## config.mk

```make
export PLATFORM = sky130hd
export DESIGN_NAME = blob_locator
export DESIGN_NICKNAME = d
export VERILOG_FILES = /design/src/rtl/blob_locator.sv
export SDC_FILE = /design/constraint.sdc
export NUM_CORES = 1
export LEC_CHECK = 0
export ABC_AREA = 1
export ABC_CLOCK_PERIOD_IN_PS = 3700
export CAP_MARGIN = 0
export CORE_ASPECT_RATIO = 0.8
export CORE_MARGIN = 4
export CORE_UTILIZATION = 50
export CTS_BUF_LIST = sky130_fd_sc_hd__clkbuf_8
export CTS_CLUSTER_SIZE = 20
export DETAILED_ROUTE_END_ITERATION = 7
export GPL_TIMING_DRIVEN = 0
export PLACE_DENSITY = 0.75
export SLEW_MARGIN = 20
export SYNTH_ARGS = -nofsm -noshare
export SYNTH_HDL_FRONTEND = slang
export SYNTH_SLANG_ARGS = --single-unit
```

## constraint.sdc

```tcl
create_clock -name clk -period 3.7 [get_ports clk]
set_input_delay 0.74 -clock clk [delete_from_list [all_inputs] [get_ports clk]]
set_output_delay 0.74 -clock clk [all_outputs]
set_load 0.005 [all_outputs]
```

## src/rtl/blob_locator.sv

```systemverilog
// blob_locator: finds the pixels matching a target colour in each video frame and reports
// the sprite top-left that centres a WIDTH x HEIGHT sprite on them. Optional macro: BLOB_LOC_SMOOTH_EN.
module blob_locator #(
    parameter int H_ACTIVE   = 1024,
    parameter int V_ACTIVE   = 768,
    parameter int WIDTH      = 16,
    parameter int HEIGHT     = 16,
    parameter int MIN_PIXELS = 16
) (
    input  logic        clk,
    input  logic        reset,
    input  logic [10:0] hcount,
    input  logic [9:0]  vcount,
    input  logic [23:0] pixel,
    input  logic [23:0] color,
    input  logic [7:0]  tol,
    output logic [10:0] x,
    output logic [9:0]  y,
    output logic        found,
    output logic        frame_done
);

    localparam logic [10:0] H_END   = 11'(H_ACTIVE);
    localparam logic [10:0] H_LAST  = 11'(H_ACTIVE - 1);
    localparam logic [9:0]  V_END   = 10'(V_ACTIVE);
    localparam logic [9:0]  V_LAST  = 10'(V_ACTIVE - 1);
    localparam logic [10:0] HALF_W  = 11'(WIDTH / 2);
    localparam logic [9:0]  HALF_H  = 10'(HEIGHT / 2);
    localparam logic [15:0] MIN_CNT = 16'(MIN_PIXELS);

    typedef enum logic [1:0] {
        WAIT_SOF = 2'd0,
        ACCUM    = 2'd1,
        COMMIT   = 2'd2
    } state_t;

    function automatic logic [7:0] abs_diff(input logic [7:0] a, input logic [7:0] b);
        return (a >= b) ? (a - b) : (b - a);
    endfunction

    logic        match_s;
    logic        match_r;
    logic [10:0] hc_r;
    logic [9:0]  vc_r;
    logic        last_r;
    logic        sof_r;

    state_t      state_r;
    state_t      state_nx;
    logic        fold_s;
    logic        commit_s;

    logic [10:0] min_x_r;
    logic [10:0] max_x_r;
    logic [9:0]  min_y_r;
    logic [9:0]  max_y_r;
    logic [15:0] cnt_r;

    logic [11:0] sum_x_s;
    logic [10:0] sum_y_s;
    logic [10:0] cx_s;
    logic [9:0]  cy_s;
    logic [10:0] x_new_s;
    logic [9:0]  y_new_s;

    assign match_s = (abs_diff(pixel[23:16], color[23:16]) <= tol) &&
                     (abs_diff(pixel[15:8],  color[15:8])  <= tol) &&
                     (abs_diff(pixel[7:0],   color[7:0])   <= tol) &&
                     (hcount < H_END) && (vcount < V_END);

    // Stage 1: register the match decision with its coordinates and frame markers
    always_ff @(posedge clk or posedge reset) begin
        if (reset) begin
            match_r <= 1'b0;
            hc_r    <= 11'd0;
            vc_r    <= 10'd0;
            last_r  <= 1'b0;
            sof_r   <= 1'b0;
        end else begin
            match_r <= match_s;
            hc_r    <= hcount;
            vc_r    <= vcount;
            last_r  <= (hcount == H_LAST) && (vcount == V_LAST);
            sof_r   <= (hcount == 11'd0) && (vcount == 10'd0);
        end
    end

    // FSM state register
    always_ff @(posedge clk or posedge reset) begin
        if (reset) begin
            state_r <= WAIT_SOF;
        end else begin
            state_r <= state_nx;
        end
    end

    // FSM next state; the start-of-frame pixel is folded in on the transition out of WAIT_SOF
    always_comb begin
        state_nx = state_r;
        fold_s   = 1'b0;
        commit_s = 1'b0;
        case (state_r)
            WAIT_SOF: begin
                if (sof_r) begin
                    fold_s   = 1'b1;
                    state_nx = ACCUM;
                end else begin
                    state_nx = WAIT_SOF;
                end
            end
            ACCUM: begin
                fold_s = 1'b1;
                if (last_r) begin
                    state_nx = COMMIT;
                end else begin
                    state_nx = ACCUM;
                end
            end
            COMMIT: begin
                commit_s = 1'b1;
                state_nx = ACCUM;
            end
            default: begin
                state_nx = WAIT_SOF;
            end
        endcase
    end

    // Bounding box and match count; reinitialised on reset and when a frame is committed
    always_ff @(posedge clk or posedge reset) begin
        if (reset) begin
            min_x_r <= H_LAST;
            max_x_r <= 11'd0;
            min_y_r <= V_LAST;
            max_y_r <= 10'd0;
            cnt_r   <= 16'd0;
        end else if (commit_s) begin
            min_x_r <= H_LAST;
            max_x_r <= 11'd0;
            min_y_r <= V_LAST;
            max_y_r <= 10'd0;
            cnt_r   <= 16'd0;
        end else if (fold_s && match_r) begin
            min_x_r <= (hc_r < min_x_r) ? hc_r : min_x_r;
            max_x_r <= (hc_r > max_x_r) ? hc_r : max_x_r;
            min_y_r <= (vc_r < min_y_r) ? vc_r : min_y_r;
            max_y_r <= (vc_r > max_y_r) ? vc_r : max_y_r;
            cnt_r   <= (cnt_r == 16'hFFFF) ? cnt_r : (cnt_r + 16'd1);
        end
    end

    // Centre of the box, shifted back by half a sprite and clamped at the screen edge
    assign sum_x_s = {1'b0, min_x_r} + {1'b0, max_x_r};
    assign sum_y_s = {1'b0, min_y_r} + {1'b0, max_y_r};
    assign cx_s    = 11'(sum_x_s >> 1);
    assign cy_s    = 10'(sum_y_s >> 1);
    assign x_new_s = (cx_s >= HALF_W) ? (cx_s - HALF_W) : 11'd0;
    assign y_new_s = (cy_s >= HALF_H) ? (cy_s - HALF_H) : 10'd0;

`ifdef BLOB_LOC_SMOOTH_EN
    logic [11:0] avg_x_sum_s;
    logic [10:0] avg_y_sum_s;
    assign avg_x_sum_s = {1'b0, x} + {1'b0, x_new_s};
    assign avg_y_sum_s = {1'b0, y} + {1'b0, y_new_s};
`endif

    // Reported position; on a failed detection the previous position is held
    always_ff @(posedge clk or posedge reset) begin
        if (reset) begin
            x          <= 11'd0;
            y          <= 10'd0;
            found      <= 1'b0;
            frame_done <= 1'b0;
        end else begin
            frame_done <= commit_s;
            if (commit_s) begin
                if (cnt_r >= MIN_CNT) begin
                    found <= 1'b1;
`ifdef BLOB_LOC_SMOOTH_EN
                    if (found) begin
                        x <= 11'(avg_x_sum_s >> 1);
                        y <= 10'(avg_y_sum_s >> 1);
                    end else begin
                        x <= x_new_s;
                        y <= y_new_s;
                    end
`else
                    x <= x_new_s;
                    y <= y_new_s;
`endif
                end else begin
                    found <= 1'b0;
                end
            end
        end
    end

endmodule
```

Word-level counts from Yosys, hierarchy flattened

Index checks and enable logic that the tools add are counted.

$lt $le $gt $ge: 15
Multiplexer cells: 27
Equal/unequal tests: 6
Reduce and logical (&&, ||, !) cells: 21
Add/sub/neg operators: 11

Operators with widths:

| operator                                                                | number |
|---|---|
| 11-bit two-way mux                                                      | 7 |
| 10-bit two-way mux                                                      | 7 |
| 16-bit two-way mux                                                      | 3 |
| 8-bit subtractor                                                        | 6 |
| 8-bit >= comparator                                                     | 3 |
| 8-bit <= comparator                                                     | 3 |
| 8-bit two-way mux                                                       | 3 |
| 16-bit by 1-bit adder with 16-bit output (second input constant)        | 1 |
| 16-bit == test (second input constant)                                  | 1 |
| 16-bit by 5-bit >= comparator with 1-bit output (second input constant) | 1 |
| 11-bit by 11-bit adder with 12-bit output                               | 1 |
| 2-bit AND reduction                                                     | 6 |
| 10-bit by 10-bit adder with 11-bit output                               | 1 |
| 11-bit by 10-bit == test with 1-bit output (second input constant)      | 1 |
| 11-bit by 4-bit >= comparator with 1-bit output (second input constant) | 1 |
| 11-bit greater-than comparator                                          | 1 |
| 11-bit zero test                                                        | 1 |
| 11-bit less-than comparator                                             | 1 |
| 11-bit less-than comparator (second input constant)                     | 1 |
| 11-bit by 4-bit subtractor with 11-bit output (second input constant)   | 1 |
| 10-bit == test (second input constant)                                  | 1 |
| 10-bit by 4-bit >= comparator with 1-bit output (second input constant) | 1 |
| 10-bit greater-than comparator                                          | 1 |
| 10-bit zero test                                                        | 1 |
| 13 further kinds                                                        | 26 |

Register bits: 107
Input port bits: 79

Longest topological paths before layout

Gate-level depths: netlist of run 1.

Depth in word-level cells: 7
Gate-level depth with buffers: 22
Gate-level depth less buffers: 21

Worst setup path after synthesis of run 1

No wires, ideal clock.

Path kind: input-to-reg
Start point: input port pixel[5]
End point: register match_r
Setup slack: 0.521 ns
Library setup time: 0.114 ns
Arrival time: 3.064 ns
Stages: 18
Required time: 3.586 ns
Path buffers: 0
Path through: inv_1 ha_1 inv_1 o21ai_0 a221oi_1 nand3_1 inv_1 nand2_1 a21oi_1 nor2_1 ha_1 nand2_1 o21ai_0 a21oi_1 o21ai_0 o41ai_1 nand2_1 nor2_1

Cells in the longest elaborated chain, start to end: 6

Ends and longest elaborated chain:

| what                                                    | RTL line | text |
|---|---|---|
| start: declaration                                      | 14       | `input logic [23:0] pixel,` |
| 8-bit subtractor or 8-bit >= comparator (tied branches) | 38       | `return (a >= b) ? (a - b) : (b - a);` |
| 8-bit two-way mux *                                     | 38       |  |
| 8-bit <= comparator *                                   | 68       | `(abs_diff(pixel[7:0], color[7:0]) <= tol) &&` |
| 1-bit logical AND *                                     | 67       | `(abs_diff(pixel[15:8], color[15:8]) <= tol) &&` |
| 1-bit logical AND *                                     | 68       |  |
| 1-bit logical AND *                                     | 69       | `(hcount < H_END) && (vcount < V_END);` |
| via match_s                                             | 41       | `logic match_s;` |
| end signal: assignment                                  | 80       | `match_r <= match_s;` |
| end: declaration                                        | 42       | `logic match_r;` |

The timed path passes the listed nets; every way through them passes the cells marked *.
A chain may end at the register's enable or synchronous reset.

Worst setup path in the final report of run 1

Same ends and word-level chain as after synthesis.

==> summary.md, run 1 <==
## Placement
• **IO Port Bufs** 101
• **cell count after placement** 1576
• **DP HPWL** 17200 um
• **RD Place Congestion** 0.884
• **setup slack after placement** -390 ps
• **placed inst area** 10500 um2

## Floorplanning
• **Total Die Area** 20500 um2
• **I/O pin total** 102
• **Vert. Die Dim** 129 um
• **floorplan core area** 17600 um2
• **effective utilization at floorplan** 51.8%
• **Die X** 159 um
• **std cell rows** 43

## Cells and area
• **layout net count** 1583
• **post-route core utilization** 60.8%
• **final non-filler cell total** 1594
• **number of diodes** 0
• **share of final-layout standard cells stronger than drive strength 1** 6.06%
• **Post-Layout Inst Area** 10700 um2
• **Area growth, synth to finish** 17.4%

## Timing
• **worst-margin pin slew** 618 ps
• **Peak Freq** 288 MHz
• **total negative slack for setup checks** 0 ps
• **share of the cycle needed by the critical path after routing** 93.7%
• **final worst setup slack** 232 ps
• **time the final worst path needs with I/O delays and setup** 3470 ps
• **number of endpoints failing setup at the final stage** 0
• **Final Hold Vio Count** 0
• **final slew viol count** 0
• **Clock Skews** 11.3 ps
• **Fin Hold WS** 485 ps
• **Relative slew margins** 58.8%

## Global route
• **vias in the first global route** 7623
• **total global routing track utilization** 20.4%
• **number of antenna violations at the first check in global routing** 1
• **pin count of the biggest net entering global routing** 79
• **wire length of the first global-routing pass** 35300 um
• **total overflow reported by the global router** 0

## Routing
• **Post-Route WL** 20900 um
• **average wire per standard cell** 13.1 um
• **number of search-and-repair iterations in the first detailed-routing pass** 6
• **remaining antenna violation count** 0
• **remaining routing DRC violations** 0
• **Via Count** 8140
• **via density per instance** 5.11
• **Iter 0 DRT Violations** 616

## Pwr
• **Logic pwr share** 27.6%
• **post-route total power** 2.59 mW
• **leakage component of the power** 5.53 nW
• **peak supply drop** 0.146 mV
• **Switching Share** 30.5%
• **sequential share of power** 46.2%
• **Sw Pwr** 792 uW
• **power density over the cells** 242 nW/um2
• **internal portion of total power** 1.80 mW
• **relative contribution of the clock network to total power** 26.2%

## Yosys
• **number of enable-type register cells in the synthesized netlist** 0
• **Synth Warn #** 0
• **most frequent cell after synthesis** sky130_fd_sc_hd__nand2_1
• **Mapped Cells** 1249
• **Mapped Area** 9140 um2
• **ranking of synthesized cells by instance count** 329 x sky130_fd_sc_hd__nand2_1, 209 x sky130_fd_sc_hd__inv_1, 132 x sky130_fd_sc_hd__ha_1
• **area fraction of the dominant cell type after synthesis** 24.1%
• **net count after synthesis** 1468
• **number of library cell types mapped by synthesis** 49
• **synthesized area divided by synthesized cell count** 7.32 um2
• **top area cells in the synthesized netlist** sky130_fd_sc_hd__dfrtp_1 24%, sky130_fd_sc_hd__ha_1 18%, sky130_fd_sc_hd__nand2_1 14%
• **share of the yosys chip area belonging to registers** 29.5%
• **proportion of register bits with asynchronous set or reset after synthesis** 100%
• **most common flop cell mapped by yosys** sky130_fd_sc_hd__dfrtp_1
• **biggest area consumer among synthesized cells** sky130_fd_sc_hd__dfrtp_1
• **post-synthesis sequential element count** 107

## Setup path
• **Critical Setup Path Class** input port to flop
• **Critical Path Slowest Stage Cell** sky130_fd_sc_hd__clkdlybuf4s50_1
• **CP arrival** 3780 ps
• **critical-path maximum fanout** 6
• **critical path buffer and inverter count** 7
• **Slowest Stage Delay on Critical Path** 490 ps
• **category of cells accounting for the largest share of critical-path delay** buffers and inverters
• **capturing element type of the critical path** flop
• **required time of the critical path** 4010 ps
• **critical-path cell list** clkdlybuf4s50_1 -> inv_1 -> ha_2 -> inv_1 -> o21ai_0 -> a221oi_2 -> nand3_2 -> inv_2 -> buf_4 -> nand2_1 -> nand2_1 -> inv_1 -> ha_1 -> nand2_1 -> inv_1 -> nand2_1 -> o41ai_1 -> nand2_1 -> nor2_1
• **Crit path top cell by count** sky130_fd_sc_hd__nand2_1
• **element type at the critical path start** input port

## Clocking
• **clock root buffer master** sky130_fd_sc_hd__clkbuf_8
• **clock buffers created by TritonCTS** 9
• **Max H-tree Level** 3
• **Sink Count** 107
• **TritonCTS clock tree** built
• **maximum number of buffers from clock root to sink** 2
• **clock insertion delay at the later pin of the skew report** 380 ps
• **clock slew at the register clock pins of the worst setup and hold paths** 80 ps
• **number of buffers inserted by hold repair at cts** 0

## Job
• **number of max-cap violations** 0

## Status
• **result of the run** finished clean

## Min path
• **class of the most critical hold timing path** flop to flop

[area by class of cell]
type	count	area, um2
clock buffers	12	165
inverters	213	807
well taps	225	282
repair buffers	109	1090
flip-flops and latches	107	2700
clock inverters	4	25.0
plain buffers	15	70.1
fillers	1619	6910
multi-input cells	909	5600
[final timing paths]
| check | start | endpoint | slack, ps | cells after the start |
|---|---|---|---|---|
| max | pixel[5] | match_r | 230 | 19 |
| min | last_r | state_r[0] | 480 | 1 |
| max reg2reg | min_x_r[1] | x[6] | 840 | 18 |
| min reg2reg | last_r | state_r[0] | 480 | 1 |
| max in group asynchronous | reset | min_y_r[5] | 2330 | 3 |
| min in group asynchronous | reset | x[2] | 700 | 2 |
[logic make-up (layout without fill, tap and decap cells)]
family | after synthesis | in the layout | synth area share (%)
AOI/OAI and AO/OA | 209 | 209 | 12.8
xor gates and xnor gates | 40 | 40 | 3.83
adders and majority gates | 140 | 140 | 19.8
buffers and inverters | 233 | 353 | 9.69
DFF | 107 | 107 | 29.5
and+or+nand+nor | 520 | 520 | 24.3
[power groups by stage]
| stage | Sequential, mW | Combinational, mW | Clock, mW |
|---|---|---|---|
| after floorplan | 1.21 | 0.462 | 0 |
| after global placement | 1.22 | 0.659 | 0 |
| after global routing | 1.20 | 0.825 | 0.753 |
| after detailed placement | 1.22 | 0.681 | 0 |
| final | 1.20 | 0.715 | 0.681 |
| after CTS | 1.20 | 0.684 | 0.704 |
[state kept, by name (all words and copies together), names as in the netlist]
signal and count:
state_r 2, last_r 1, match_r 1, found 1
max_y_r 10, sof_r 1, vc_r 10, x 11
y 10, frame_done 1, min_x_r 11, max_x_r 11
hc_r 11, cnt_r 16, min_y_r 10
[layout by cell type (no fill, tap or decap), types with 12 or more instances in the layout]
| master | instances |
|---|---|
| sky130_fd_sc_hd__nor3_1 | 17 |
| sky130_fd_sc_hd__nand4_1 | 21 |
| sky130_fd_sc_hd__o21ai_0 | 80 |
| sky130_fd_sc_hd__clkbuf_8 | 12 |
| sky130_fd_sc_hd__inv_1 | 207 |
| sky130_fd_sc_hd__dfrtp_1 | 88 |
| sky130_fd_sc_hd__dfstp_2 | 19 |
| sky130_fd_sc_hd__nor2_1 | 63 |
| sky130_fd_sc_hd__ha_1 | 129 |
| sky130_fd_sc_hd__a21oi_1 | 76 |
| sky130_fd_sc_hd__nand2_1 | 329 |
| sky130_fd_sc_hd__clkdlybuf4s50_1 | 101 |
| sky130_fd_sc_hd__xor2_1 | 33 |
| sky130_fd_sc_hd__nand3_1 | 55 |
[worst reg2reg max path, cell delays in order (launching register included)]
cell	delay [ps]
sky130_fd_sc_hd__dfstp_2	550
sky130_fd_sc_hd__inv_1	80
sky130_fd_sc_hd__fa_1	460
sky130_fd_sc_hd__inv_1	100
sky130_fd_sc_hd__nand2_1	50
sky130_fd_sc_hd__nand2_1	100
sky130_fd_sc_hd__nand2_1	70
sky130_fd_sc_hd__nand2_1	60
sky130_fd_sc_hd__nand2_1	100
sky130_fd_sc_hd__inv_1	150
sky130_fd_sc_hd__ha_1	170
sky130_fd_sc_hd__inv_1	60
sky130_fd_sc_hd__a21oi_1	200
sky130_fd_sc_hd__nand3_1	110
sky130_fd_sc_hd__nor2_1	140
sky130_fd_sc_hd__a21oi_2	80
sky130_fd_sc_hd__buf_6	140
sky130_fd_sc_hd__nand2_1	70
sky130_fd_sc_hd__nand2_1	50
[layer usage]
| layer | vias up | track usage (%) | wire, um |
|---|---|---|---|
| li1 | 4305 | - | - |
| met1 | 3657 | 28.3 | 10300 |
| met2 | 161 | 33.2 | 9090 |
| met3 | 15 | 4.58 | 1270 |
| met4 | 2 | 4.13 | 148 |
| met5 | - | 0 | 8 |
[repair_timing]
item                                    in CTS  in global routing
gates resized for setup                      0                 18
setup buffers                                0                  7
endpoints found under the setup margin       0                  1
No activity file was read; power rests on OpenSTA's default activity.
==> run 2, diff against run 1 <==
- ABC_CLOCK_PERIOD_IN_PS: 3700 -> default
- CORE_MARGIN: 4 -> 2
- PLACE_DENSITY: 0.75 -> default
- PLACE_DENSITY_LB_ADDON: default -> 0.3
==> run 2 against run 1 <==
Net effect:
- final area up 0.11%
- register-to-register slack improved by 60 ps
- worst setup slack worse by 61 ps
- hold slack worse by 34 ps
- largest cell class unchanged
==> summary.md, run 2 (same netlist as run 1, synthesis figures left out) <==
## Setup path
• **Critical Setup Path Class** input port to flop
• **Critical Path Slowest Stage Cell** sky130_fd_sc_hd__clkdlybuf4s50_1
• **Crit path top cell by count** sky130_fd_sc_hd__nand2_1
• **r2r setup slk** 900 ps
• **Reg-to-Reg End** x[1]
• **startpoint of the most critical register-to-register path** min_x_r[0]
• **last element of the critical path** match_r
• **Worst Reg2Reg Path Length in Cells** 18
• **required time of the critical path** 4000 ps
• **critical-path cell list** clkdlybuf4s50_1 -> inv_1 -> ha_1 -> clkbuf_1 -> a21o_1 -> inv_1 -> nor2_1 -> a211oi_2 -> nand3_2 -> buf_4 -> nand2_1 -> nand2_1 -> xor2_1 -> ha_1 -> nand2_1 -> o21a_1 -> o221ai_1 -> o21ai_0 -> nand2_1 -> nor2_1
• **capturing element type of the critical path** flop
• **timing startpoint of the critical path** pixel[21]
• **critical-path maximum fanout** 6
• **CP arrival** 3820 ps
• **element type at the critical path start** input port
• **Slowest Stage Delay on Critical Path** 480 ps

## Clocking
• **clock buffers created by TritonCTS** 9
• **clock root buffer master** sky130_fd_sc_hd__clkbuf_8
• **clock insertion delay at the later pin of the skew report** 400 ps
• **TritonCTS clock tree** built
• **Sink Count** 107
• **maximum number of buffers from clock root to sink** 2
• **Max H-tree Level** 3
• **clock slew at the register clock pins of the worst setup and hold paths** 110 ps

## Pwr
• **power density over the cells** 240 nW/um2
• **post-route total power** 2.58 mW
• **peak supply drop** 0.198 mV
• **leakage component of the power** 5.54 nW

## Min path
• **class of the most critical hold timing path** flop to flop
• **origin of the worst min-delay path** last_r

## Routing
• **remaining routing DRC violations** 0
• **number of search-and-repair iterations in the first detailed-routing pass** 5
• **Iter 0 DRT Violations** 435
• **via density per instance** 5.18
• **Via Count** 8307
• **remaining antenna violation count** 0
• **Post-Route WL** 20700 um
• **average wire per standard cell** 12.9 um

## Global route
• **pin count of the biggest net entering global routing** 82
• **vias in the first global route** 7775
• **total global routing track utilization** 21.9%
• **total overflow reported by the global router** 0
• **number of antenna violations at the first check in global routing** 2
• **wire length of the first global-routing pass** 35100 um

## Cells and area
• **most frequent cells in the layout** 329 x sky130_fd_sc_hd__nand2_1, 207 x sky130_fd_sc_hd__inv_1, 131 x sky130_fd_sc_hd__ha_1, 101 x sky130_fd_sc_hd__clkdlybuf4s50_1, 88 x sky130_fd_sc_hd__dfrtp_1
• **max reg flops** 16
• **filler cell count in the final layout** 1677
• **number of diodes** 0
• **post-route core utilization** 59.5%
• **share of final-layout standard cells stronger than drive strength 1** 5.82%
• **Most flops, register** cnt_r
• **most common cell after layout, fill and taps aside** sky130_fd_sc_hd__nand2_1
• **layout net count** 1588
• **Area growth, synth to finish** 17.6%

## Timing
• **setup repair after global routing missed its margin** no
• **Fin Hold WS** 451 ps
• **total negative slack for setup checks** 0 ps
• **share of the cycle needed by the critical path after routing** 95.4%
• **final slew viol count** 0
• **time the final worst path needs with I/O delays and setup** 3530 ps
• **Clock Skews** 15.7 ps
• **number of endpoints failing setup at the final stage** 0
• **Relative slew margins** 58.7%
• **Peak Freq** 283 MHz
• **Final Hold Vio Count** 0
• **worst-margin pin slew** 619 ps

## Floorplanning
• **Vert. Die Dim** 125 um
• **std cell rows** 44
• **I/O pin total** 102
• **effective utilization at floorplan** 50.6%
• **Die X** 155 um
• **floorplan core area** 18100 um2
• **Total Die Area** 19400 um2

## Status
• **result of the run** finished clean

## Placement
• **DP HPWL** 16800 um
• **IO Port Bufs** 101
• **RD Place Congestion** 0.889

## Job
• **number of max-cap violations** 0

## run 2: worst max-delay path, delay by kind of cell
kind	cells	cell delay, ps
xor+xnor	1	140
simple gates	7	520
fa+ha+maj	2	600
compound gates	5	860
buf+inv	5	970
## run 2: stage by stage
stage / std cells / worst slack (ps) / cell area [um2]
6_report: 1604 / 171 / 10700
3_3_place_gp: 1580 / -1330 / 10400
3_5_place_dp: 1581 / -436 / 10500
4_1_cts: 1597 / 23.3 / 10700
2_1_floorplan: 1249 / 174 / 9140
5_1_grt: 1604 / 4.54 / 10700
## run 2: area by class of cell
class / count / area, um2 / share of cell area, %
buffer: 19 / 82.6 / 0.768
timing repair buffer: 110 / 1100 / 10.2
tap: 230 / 288 / 2.68
clock inverter: 7 / 53.8 / 0.501
clock buffer: 9 / 124 / 1.15
sequential: 107 / 2700 / 25.1
multi-input combinational: 909 / 5600 / 52.1
inverter: 213 / 805 / 7.48
## run 2: how the worst min path moves through the flow
stage,endpoint,slack [ps],depth (start not counted)
after floorplan,state_r[0],430,1
after global placement,state_r[0],440,1
after detailed placement,x[3],460,2
after CTS,state_r[0],460,1
after global routing,y[0],500,2
final,state_r[0],450,1
## run 2: metal layers
layer	global-route usage (%)	routed length, um
met5	0	13
met4	5.13	287
met3	4.92	1210
met2	35.0	9210
met1	30.4	9940
## run 2: what timing repair did
item / CTS / global route
gates resized for setup: 2 / 11
hold buffers: 0 / 0
setup buffers: 0 / 8
pin swaps: 1 / 4
endpoints found under the setup margin: 1 / 1
## run 2: power breakdown
part	internal (mW)	total, mW	leakage (nW)	switching [mW]
clock	0.250	0.670	0.0929	0.419
combinational	0.322	0.713	4.07	0.392
sequential	1.18	1.20	1.38	0.0155
total	1.76	2.58	5.54	0.826
